File: src/rtl/spi_master_gen.sv
// spi_master_gen: parametrised SPI master (width, bit order, multi-CS, CS hold); SPI_3WIRE_EN adds rx-only 3-wire mode
module spi_master_gen #(
  parameter logic [27:0] SYS_CLK   = 28'd50_000_000,
  parameter logic [27:0] SPI_SCLK  = 28'd1_000_000,
  parameter int          DATA_W    = 8,
  parameter int          CS_NUM    = 1,
  parameter logic        SPI_CPOL  = 1'b0,
  parameter logic        SPI_CPHA  = 1'b0,
  parameter logic        LSB_FIRST = 1'b0,
  parameter logic        CS_POL    = 1'b1,
  localparam int         CS_W      = CS_NUM > 1 ? $clog2(CS_NUM) : 1
) (
  input  logic              spi_clk,
  input  logic              spi_rst_n,
  input  logic              spi_wr_en,
  input  logic [CS_W-1:0]   spi_cs_sel,
  input  logic              spi_cs_hold,
  input  logic [DATA_W-1:0] spi_data_in,
  output logic [DATA_W-1:0] spi_data_out,
  output logic              spi_wr_ack,
  output logic              spi_busy,
  output logic [CS_NUM-1:0] spi_cs,
  output logic              spi_sclk,
  output logic              spi_mosi,
`ifdef SPI_3WIRE_EN
  input  logic              spi_rx_only,
  output logic              spi_mosi_oe,
`endif
  input  logic              spi_miso
);
  localparam logic [27:0] HD_RAW = SYS_CLK / (SPI_SCLK << 1);
  localparam logic [27:0] HD_M1 = (HD_RAW == 28'd0) ? 28'd0 : HD_RAW - 28'd1;
  localparam int FIRST = LSB_FIRST ? 0 : DATA_W - 1;
  localparam logic [6:0] LAST_EDGE = 7'(2 * DATA_W);
  localparam logic [CS_NUM-1:0] CS_OFF = {CS_NUM{~CS_POL}};
  localparam logic [2:0] IDLE = 3'd0, SETUP = 3'd1, SHIFT = 3'd2, TAIL = 3'd3, ACK = 3'd4;
  logic [2:0] state_q, state_d;
  logic [27:0] cnt_q, cnt_d;
  logic [6:0] ecnt_q, ecnt_d, ecnt_n;
  logic [DATA_W-1:0] tx_q, tx_d, rx_q, rx_d, dout_q, dout_d, tx_sh, rx_sh;
  logic [CS_NUM-1:0] cs_q, cs_d, sel_oh;
  logic ack_q, ack_d, sclk_q, sclk_d, mosi_q, mosi_d, hold_q, hold_d, oe_q, oe_d;
  logic tick, sample, rx_only;
`ifdef SPI_3WIRE_EN
  assign rx_only = spi_rx_only;
  assign spi_mosi_oe = oe_q;
`else
  assign rx_only = 1'b0;
`endif
  assign tick = cnt_q == HD_M1;
  assign ecnt_n = ecnt_q + 7'd1;
  // odd edges sample for CPHA=0, even edges for CPHA=1
  assign sample = ecnt_n[0] ^ SPI_CPHA;
  assign sel_oh = CS_NUM'(1) << spi_cs_sel;
  assign tx_sh = LSB_FIRST ? tx_q >> 1 : tx_q << 1;
  assign rx_sh = LSB_FIRST ? (rx_q >> 1) | (DATA_W'(spi_miso) << (DATA_W - 1))
                           : (rx_q << 1) | DATA_W'(spi_miso);
  always_comb begin
    state_d = state_q;
    cnt_d = (state_q inside {SETUP, SHIFT, TAIL}) && !tick ? cnt_q + 28'd1 : 28'd0;
    ecnt_d = ecnt_q;
    tx_d = tx_q;
    rx_d = rx_q;
    dout_d = dout_q;
    ack_d = 1'b0;
    sclk_d = sclk_q;
    mosi_d = mosi_q;
    cs_d = cs_q;
    hold_d = hold_q;
    oe_d = oe_q;
    case (state_q)
      IDLE: if (spi_wr_en) begin
        state_d = SETUP;
        ecnt_d = 7'd0;
        tx_d = spi_data_in;
        mosi_d = spi_data_in[FIRST];
        cs_d = CS_POL ? sel_oh : ~sel_oh;
        hold_d = spi_cs_hold;
        oe_d = ~rx_only;
      end
      SETUP: state_d = tick ? SHIFT : SETUP;
      SHIFT: if (tick) begin
        sclk_d = ~sclk_q;
        ecnt_d = ecnt_n;
        rx_d = sample ? rx_sh : rx_q;
        // advance only after a sample edge that is not the final one
        if (!sample && ecnt_n != 7'd1 && ecnt_n != LAST_EDGE) begin
          tx_d = tx_sh;
          mosi_d = tx_sh[FIRST];
        end
        state_d = ecnt_n == LAST_EDGE ? TAIL : SHIFT;
      end
      TAIL: if (tick) begin
        state_d = ACK;
        ack_d = 1'b1;
        dout_d = rx_q;
        oe_d = 1'b0;
      end
      default: begin
        state_d = IDLE;
        cs_d = hold_q ? cs_q : CS_OFF;
      end
    endcase
  end
  always_ff @(posedge spi_clk) begin
    if (!spi_rst_n) begin
      state_q <= IDLE;
      cnt_q <= 28'd0;
      ecnt_q <= 7'd0;
      tx_q <= '0;
      rx_q <= '0;
      dout_q <= '0;
      ack_q <= 1'b0;
      sclk_q <= SPI_CPOL;
      mosi_q <= 1'b0;
      cs_q <= CS_OFF;
      hold_q <= 1'b0;
      oe_q <= 1'b0;
    end else begin
      state_q <= state_d;
      cnt_q <= cnt_d;
      ecnt_q <= ecnt_d;
      tx_q <= tx_d;
      rx_q <= rx_d;
      dout_q <= dout_d;
      ack_q <= ack_d;
      sclk_q <= sclk_d;
      mosi_q <= mosi_d;
      cs_q <= cs_d;
      hold_q <= hold_d;
      oe_q <= oe_d;
    end
  end
  assign spi_data_out = dout_q;
  assign spi_wr_ack = ack_q;
  assign spi_busy = state_q != IDLE;
  assign spi_cs = cs_q;
  assign spi_sclk = sclk_q;
  assign spi_mosi = mosi_q;
endmodule

File: config.mk
export PLATFORM = sky130hd
export DESIGN_NAME = spi_master_gen
export DESIGN_NICKNAME = d
export VERILOG_FILES = /design/src/rtl/spi_master_gen.sv
export SDC_FILE = /design/constraint.sdc
export NUM_CORES = 1
export LEC_CHECK = 0
export CAP_MARGIN = 30
export CORE_MARGIN = 4
export CORE_UTILIZATION = 60
export DETAILED_ROUTE_END_ITERATION = 8
export PLACE_DENSITY = 0.82
export SETUP_SLACK_MARGIN = 0.2
export SYNTH_ARGS = -nofsm -noshare
export SYNTH_HDL_FRONTEND = slang
export SYNTH_SLANG_ARGS = --single-unit
export TNS_END_PERCENT = 1
File: constraint.sdc
create_clock -name spi_clk -period 3.75 [get_ports spi_clk]
set_input_delay 0.5625 -clock spi_clk [delete_from_list [all_inputs] [get_ports spi_clk]]
set_output_delay 0.5625 -clock spi_clk [all_outputs]
set_load 0.02 [all_outputs]
==> flow_metrics.py, run 1 <==
metrics = {
    "cells_and_area": {
        "syn_to_final_growth_pct": 15.8,
        "drive_above_1_share": 0.109,
        "num-nets-final": 400,
        "final_cell_mix": "dfxtp_1, nor2_1, nand2_1",
        "final_common_cell": "dfxtp_1",
        "fin_util": 0.720,
        "fin_area_um2": 3700,
        "fillers": 403,
        "antenna_cells": 0,
    },
    "synth": {
        "synth_seq_cells": 66,
        "synth_area_um2": 3200,
        "yosysSeqAreaShare": 0.413,
        "synthCells": 357,
        "yosysWarnings": 0,
        "synthArstFlopShare": 0,
        "synth_cell_types": 46,
        "synth_nets": 375,
        "synth_edf_count": 0,
        "syn_area_per_cell_um2": 8.95,
        "synth-main-ff-cell": "dfxtp_1",
    },
    "sta": {
        "fin_tns_setup_ns": 0,
        "maxSlewViolCount": 0,
        "finClkSkew_ns": 0.00582,
        "rsz0062_at_grt": "no",
        "slew-limit-headroom": 0.374,
        "finalSetupViolations": 0,
        "post-route-period-util": 0.656,
        "hold_viol": 0,
        "fin_ws_ns": 1.29,
        "max_freq_mhz": 407,
        "min_period_ns": 2.46,
        "tightest_slew_ns": 0.939,
    },
    "worst_setup_path": {
        "cp_slowest_cell": "clkdlybuf4s50_1",
        "start_kind": "register",
        "cp_max_fo": 8,
        "crit_arrival_ns": 1.90,
        "critPathRequiredTime_ns": 3.19,
        "path_delay_family": "buffers and inverters",
        "ff2ff_setup_slack_ns": 1.36,
        "endpoint_kind": "primary output",
        "cpPeakStageDelay_ns": 0.58,
        "path_cells": "nor3_1 -> inv_1 -> clkdlybuf4s50_1",
        "worst-path-buf-inv": 2,
        "crit_type": "reg -> out",
        "worst_r2r_path_depth": 5,
        "reg2reg_to": "cnt_q[5]$_SDFF_PN0_",
        "rr_startpoint": "cnt_q[15]$_SDFF_PN0_",
    },
    "clocking": {
        "path_clk_slew_ns": 0.07,
        "root_buffer": "clkbuf_8",
        "numCtsBuffers": 9,
        "clock-sinks": 66,
        "cts_resized": 0,
        "cts_tree": "yes",
        "clock_latency_ns": 0.34,
        "hold_buffers": 0,
        "post_cts_buffers": 0,
        "htree_num_levels": 3,
        "clk_path_buf_depth": 2,
    },
    "detailed_routing": {
        "drt-initial-drc-count": 162,
        "drc_errors": 0,
        "vias": 2520,
        "drt-pass1-iter-count": 4,
        "routed_wl_mm": 6.25,
        "viasPerCell": 5.51,
        "wire_per_inst_um": 13.7,
        "drt.antenna.violating_nets": 0,
    },
    "floorplan": {
        "start_util": 0.622,
        "core_area_um2": 5140,
        "ioPinCount": 27,
        "die_y_um": 81.0,
        "num_rows": 26,
        "die-area_um2": 6560,
        "die_x_um": 81.0,
    },
    "placed_design": {
        "numPortBuffers": 26,
        "place_ws_ns": 1.31,
        "placed_area_um2": 3500,
        "dp_hpwl_mm": 4.40,
        "gp_congestion": 0.807,
    },
    "global_route": {
        "grt_use_total": 0.212,
        "antenna_found_initial": 0,
        "grt_first_pass_wirelength_mm": 10.9,
        "grt_remaining_overflow": 0,
        "grt_max_degree": 29,
        "first_global_vias": 2340,
    },
    "power_and_ir_drop": {
        "total_power_mw": 1.38,
        "powerDensity_nw_per_um2": 374,
        "cellLeakagePower_nw": 1.20,
        "ir_drop_mv": 0.376,
    },
    "run": {
        "drv_cap": 0,
    },
    "run_status": {
        "outcome": "finished, final reports clean",
    },
    "hold_path": {
        "min_path_cells": 2,
        "hp-class": "reg -> reg",
        "min_from": "tx_q[4]$_SDFFE_PN0P_",
        "holdPathEnd": "tx_q[4]$_SDFFE_PN0P_",
    },
}
-- registers in the layout (all words and copies together), names as in the netlist --
signal	count
spi_sclk	1
ecnt_q	7
state_q	3
spi_wr_ack	1
hold_q	1
spi_cs	1
rx_q	8
tx_q	7
spi_data_out	8
spi_mosi	1
cnt_q	28
-- final cells by class --
type,instances,area [um2],area share
Clock buffer,10,138,0.0372
Clock inverter,6,65.1,0.0176
Inverter,16,60.1,0.0162
Multi-Input combinational cell,261,1750,0.474
Sequential cell,66,1320,0.357
Tap cell,70,87.6,0.0237
Timing Repair Buffer,28,275,0.0744
-- how the worst max path moves through the flow --
stage	start	cells past startpoint	to	slack [ns]
floorplan	ecnt_q[0]$_SDFFE_PN0P_	6	spi_mosi$_SDFFE_PN0P_	1.84
global placement	spi_rst_n	5	cnt_q[5]$_SDFF_PN0_	1.37
finish	state_q[1]$_SDFFE_PN0P_	3	spi_busy	1.29
global route	cnt_q[6]$_SDFF_PN0_	5	cnt_q[5]$_SDFF_PN0_	1.04
CTS	cnt_q[15]$_SDFF_PN0_	5	cnt_q[13]$_SDFF_PN0_	1.31
detailed placement	spi_rst_n	5	cnt_q[13]$_SDFF_PN0_	1.31
-- stage by stage --
step | cells | hold slack [ns]
after floorplan | 357 | 0.430
after CTS | 457 | 0.462
after detailed placement | 441 | 0.450
after global placement | 441 | 0.443
final | 457 | 0.459
after global routing | 457 | 0.478
-- per-layer routing --
| layer | GRT usage | wire [um] | vias to the layer above |
|---|---|---|---|
| met4 | 0.0591 | 97 | 0 |
| met3 | 0.0665 | 264 | 10 |
| met2 | 0.336 | 2940 | 48 |
| met1 | 0.277 | 2950 | 1181 |
| li1 | - | - | 1281 |
| met5 | 0 | 0 | - |
-- tightest hold or removal path, delay by kind of cell (launching register included) --
kind | cells | cell delay [ns]
simple gates | 1 | 0.05
mux | 1 | 0.05
flops | 1 | 0.31
-- cell families (layout without fill, tap and decap cells) --
family,count (synthesis),in the layout,share of synthesized area
and+or+nand+nor,170,170,0.289
DFF,66,66,0.413
muxes,35,35,0.113
buffers and inverters,30,60,0.0376
xor gates and xnor gates,29,29,0.0795
AOI/OAI and AO/OA,23,23,0.0517
adders and majority gates,4,4,0.0157
-- report_power, final --
| part | switching [mW] | total (mW) | internal (mW) |
|---|---|---|---|
| clock network | 0.277 | 0.603 | 0.326 |
| registers | 0.00499 | 0.713 | 0.708 |
| logic | 0.0360 | 0.0666 | 0.0307 |
| total | 0.318 | 1.38 | 1.06 |
-- synth_stat cells, types with 2 or more instances --
master    instances  share of area
mux2i_1          27          0.085
nand2_1          39          0.046
xnor2_1          25          0.069
nor4_2            2         0.0078
nor3b_1           2         0.0047
nor4_1            5         0.0098
nor3_1           13          0.020
nor4_4            4          0.027
nand3b_1          4         0.0094
and4_1            2         0.0055
nor2_1           56          0.066
inv_1            16          0.019
dfxtp_1          66           0.41
and2_1            6          0.012
ha_1              4          0.016
and3_1            3         0.0059
mux2_2            8          0.028
a21oi_1           4         0.0063
nor2_2            2         0.0039
or3_1             4         0.0078
nor2b_1           2         0.0039
a31oi_1           2         0.0039
nand3_1          13          0.020
o21ai_0           6         0.0094
or4b_1            2         0.0063
xor2_1            4          0.011
buf_2             6         0.0094
clkbuf_1          8         0.0094
nand4_1           5         0.0098
Power figures use the tool's default switching activity.
==> run 2: changes to the inputs <==
--- a/config.mk
+++ b/config.mk
@@ -7,9 +7,9 @@
 export LEC_CHECK = 0
 export CAP_MARGIN = 30
 export CORE_MARGIN = 4
-export CORE_UTILIZATION = 60
+export CORE_UTILIZATION = 52
 export DETAILED_ROUTE_END_ITERATION = 8
-export PLACE_DENSITY = 0.82
+export PLACE_DENSITY = 0.76
 export SETUP_SLACK_MARGIN = 0.2
 export SYNTH_ARGS = -nofsm -noshare
 export SYNTH_HDL_FRONTEND = slang
==> constraint.sdc (replaced) <==
create_clock -name spi_clk -period 2.2 [get_ports spi_clk]
set_input_delay 0.33 -clock spi_clk [delete_from_list [all_inputs] [get_ports spi_clk]]
set_output_delay 0.33 -clock spi_clk [all_outputs]
set_load 0.02 [all_outputs]
==> flow_metrics.py, run 2 (synthesized netlist as in run 1, its figures left out) <==
metrics = {
    "run_status": {
        "outcome": "finished, final reports clean",
    },
    "clocking": {
        "clock-sinks": 66,
        "path_clk_slew_ns": 0.08,
        "post_cts_buffers": 0,
        "clock_latency_ns": 0.35,
        "numCtsBuffers": 9,
        "clk_path_buf_depth": 2,
        "cts_tree": "yes",
        "root_buffer": "clkbuf_8",
        "htree_num_levels": 3,
    },
    "cells_and_area": {
        "num-nets-final": 411,
        "final_common_cell": "dfxtp_1",
        "syn_to_final_growth_pct": 21.2,
        "drive_above_1_share": 0.146,
        "top_register": "cnt_q",
        "largest_register_ffs": 28,
        "antenna_cells": 0,
        "final_cell_mix": "dfxtp_1, nor2_1, nand2_1",
    },
    "worst_setup_path": {
        "crit_arrival_ns": 2.15,
        "endpoint_kind": "register",
        "start_kind": "register",
        "cp_slowest_cell": "or4b_4",
        "worst-path-buf-inv": 0,
        "cpPeakStageDelay_ns": 0.58,
        "crit_type": "reg -> reg",
        "critPathRequiredTime_ns": 2.44,
        "path_delay_family": "simple AND/OR/NAND/NOR gates",
        "path_cells": "nand4_1 -> or4b_4 -> nor4_1 -> xnor2_1 -> nor2_2",
        "cp_max_fo": 9,
    },
    "floorplan": {
        "ioPinCount": 27,
        "die_x_um": 86.4,
        "core_area_um2": 5960,
        "start_util": 0.537,
        "num_rows": 28,
        "die-area_um2": 7460,
        "die_y_um": 86.4,
    },
    "sta": {
        "fin_ws_ns": 0.293,
        "finalSetupViolations": 0,
        "finClkSkew_ns": 0.0109,
        "tightest_slew_ns": 0.469,
        "rsz0062_at_grt": "yes",
        "post-route-period-util": 0.867,
        "min_period_ns": 1.91,
        "fin_tns_setup_ns": 0,
        "max_freq_mhz": 524,
        "maxSlewViolCount": 0,
        "hold_viol": 0,
        "slew-limit-headroom": 0.685,
        "holdWs_ns": 0.461,
    },
    "power_and_ir_drop": {
        "switching_share": 0.231,
        "cellLeakagePower_nw": 1.29,
        "clkPwrFrac": 0.461,
        "internal_power_mw": 1.91,
        "p_seq_frac": 0.488,
        "ir_drop_mv": 0.534,
        "total_power_mw": 2.49,
        "comb_power_share": 0.051,
        "powerDensity_nw_per_um2": 642,
        "switchingPower_mw": 0.574,
    },
    "run": {
        "drv_cap": 0,
    },
    "hold_path": {
        "hp-class": "reg -> reg",
    },
    "global_route": {
        "antenna_found_initial": 0,
        "met3_usage": 0.0380,
        "grt_max_degree": 29,
        "grt_remaining_overflow": 0,
        "grt_first_pass_wirelength_mm": 10.8,
        "grt_use_total": 0.180,
        "first_global_vias": 2323,
        "met1_usage": 0.249,
        "grtUsageMet2": 0.259,
        "busiest_layer": "met2",
    },
    "detailed_routing": {
        "drt-initial-drc-count": 185,
        "drt-pass1-iter-count": 4,
        "viasPerCell": 5.41,
        "routed_wl_mm": 6.30,
        "vias": 2561,
        "wire_per_inst_um": 13.3,
        "drt.antenna.violating_nets": 0,
        "drc_errors": 0,
    },
    "placed_design": {
        "gp_congestion": 0.861,
        "place_ws_ns": 0.180,
        "dp_hpwl_mm": 4.36,
        "numPortBuffers": 26,
    },
}
[run 2: cell types whose count changed in the layout (fill, tap and decap cells not counted), sizes merged]
| cell | before | now |
|---|---|---|
| buf | 2 | 13 |
| bufinv | 1 | 2 |
| clkbuf | 10 | 9 |
| clkdlybuf4s50 | 26 | 25 |
| clkinv | 3 | 2 |
| dlymetal6s2s | 0 | 1 |
| inv | 17 | 18 |
[run 2: path summary, 6_finish.rpt]
kind | start | endpoint | slack, ns | depth (start not counted)
worst max-delay path | cnt_q[5]$_SDFF_PN0_ | cnt_q[27]$_SDFF_PN0_ | 0.29 | 5
worst min register to register | tx_q[5]$_SDFFE_PN0P_ | tx_q[5]$_SDFFE_PN0P_ | 0.46 | 2
worst max register to register | cnt_q[5]$_SDFF_PN0_ | cnt_q[27]$_SDFF_PN0_ | 0.29 | 5
worst min-delay path | tx_q[5]$_SDFFE_PN0P_ | tx_q[5]$_SDFFE_PN0P_ | 0.46 | 2
[run 2: power by group through the flow]
| stage | clock network (mW) | registers [mW] | logic, mW |
|---|---|---|---|
| after floorplan | 0 | 1.24 | 0.0658 |
| after global placement | 0 | 1.24 | 0.121 |
| after detailed placement | 0 | 1.24 | 0.122 |
| after CTS | 1.17 | 1.21 | 0.123 |
| after global routing | 1.22 | 1.22 | 0.136 |
| final | 1.15 | 1.21 | 0.126 |
[run 2: worst reg2reg max path, stage by stage, from the launching register on]
cell	delay, ns
dfxtp_1	0.48
nand4_1	0.17
or4b_4	0.58
nor4_1	0.34
xnor2_1	0.18
nor2_2	0.05
[run 2: layout make-up]
type	instances	area (um2)
Fill cell	515	2080
Multi-Input combinational cell	261	1800
Sequential cell	66	1320
Timing Repair Buffer	39	373
Clock buffer	9	124
Clock inverter	7	98.8
Tap cell	75	93.8
Inverter	16	60.1
[run 2: routing by layer]
metal,wire [um],part of all wire,vias up
met5,0,0,-
met4,184,0.029,0
met3,238,0.038,18
met2,2810,0.45,58
met1,3060,0.49,1181
li1,-,-,1304
[run 2: metrics by stage]
step                cell area [um2]  instances   util
global route                   3870        473  0.650
CTS                            3830        473  0.643
detailed placement             3600        457  0.604
global placement               3600        457  0.604
floorplan                      3200        357      -
finish                         3870        473  0.650
[run 2: repair_timing]
action | CTS | global route
gates resized for setup | 1 | 9
setup endpoints to repair | 2 | 53
gates cloned | 0 | 0
hold buffers | 0 | 0
pin swaps | 0 | 1
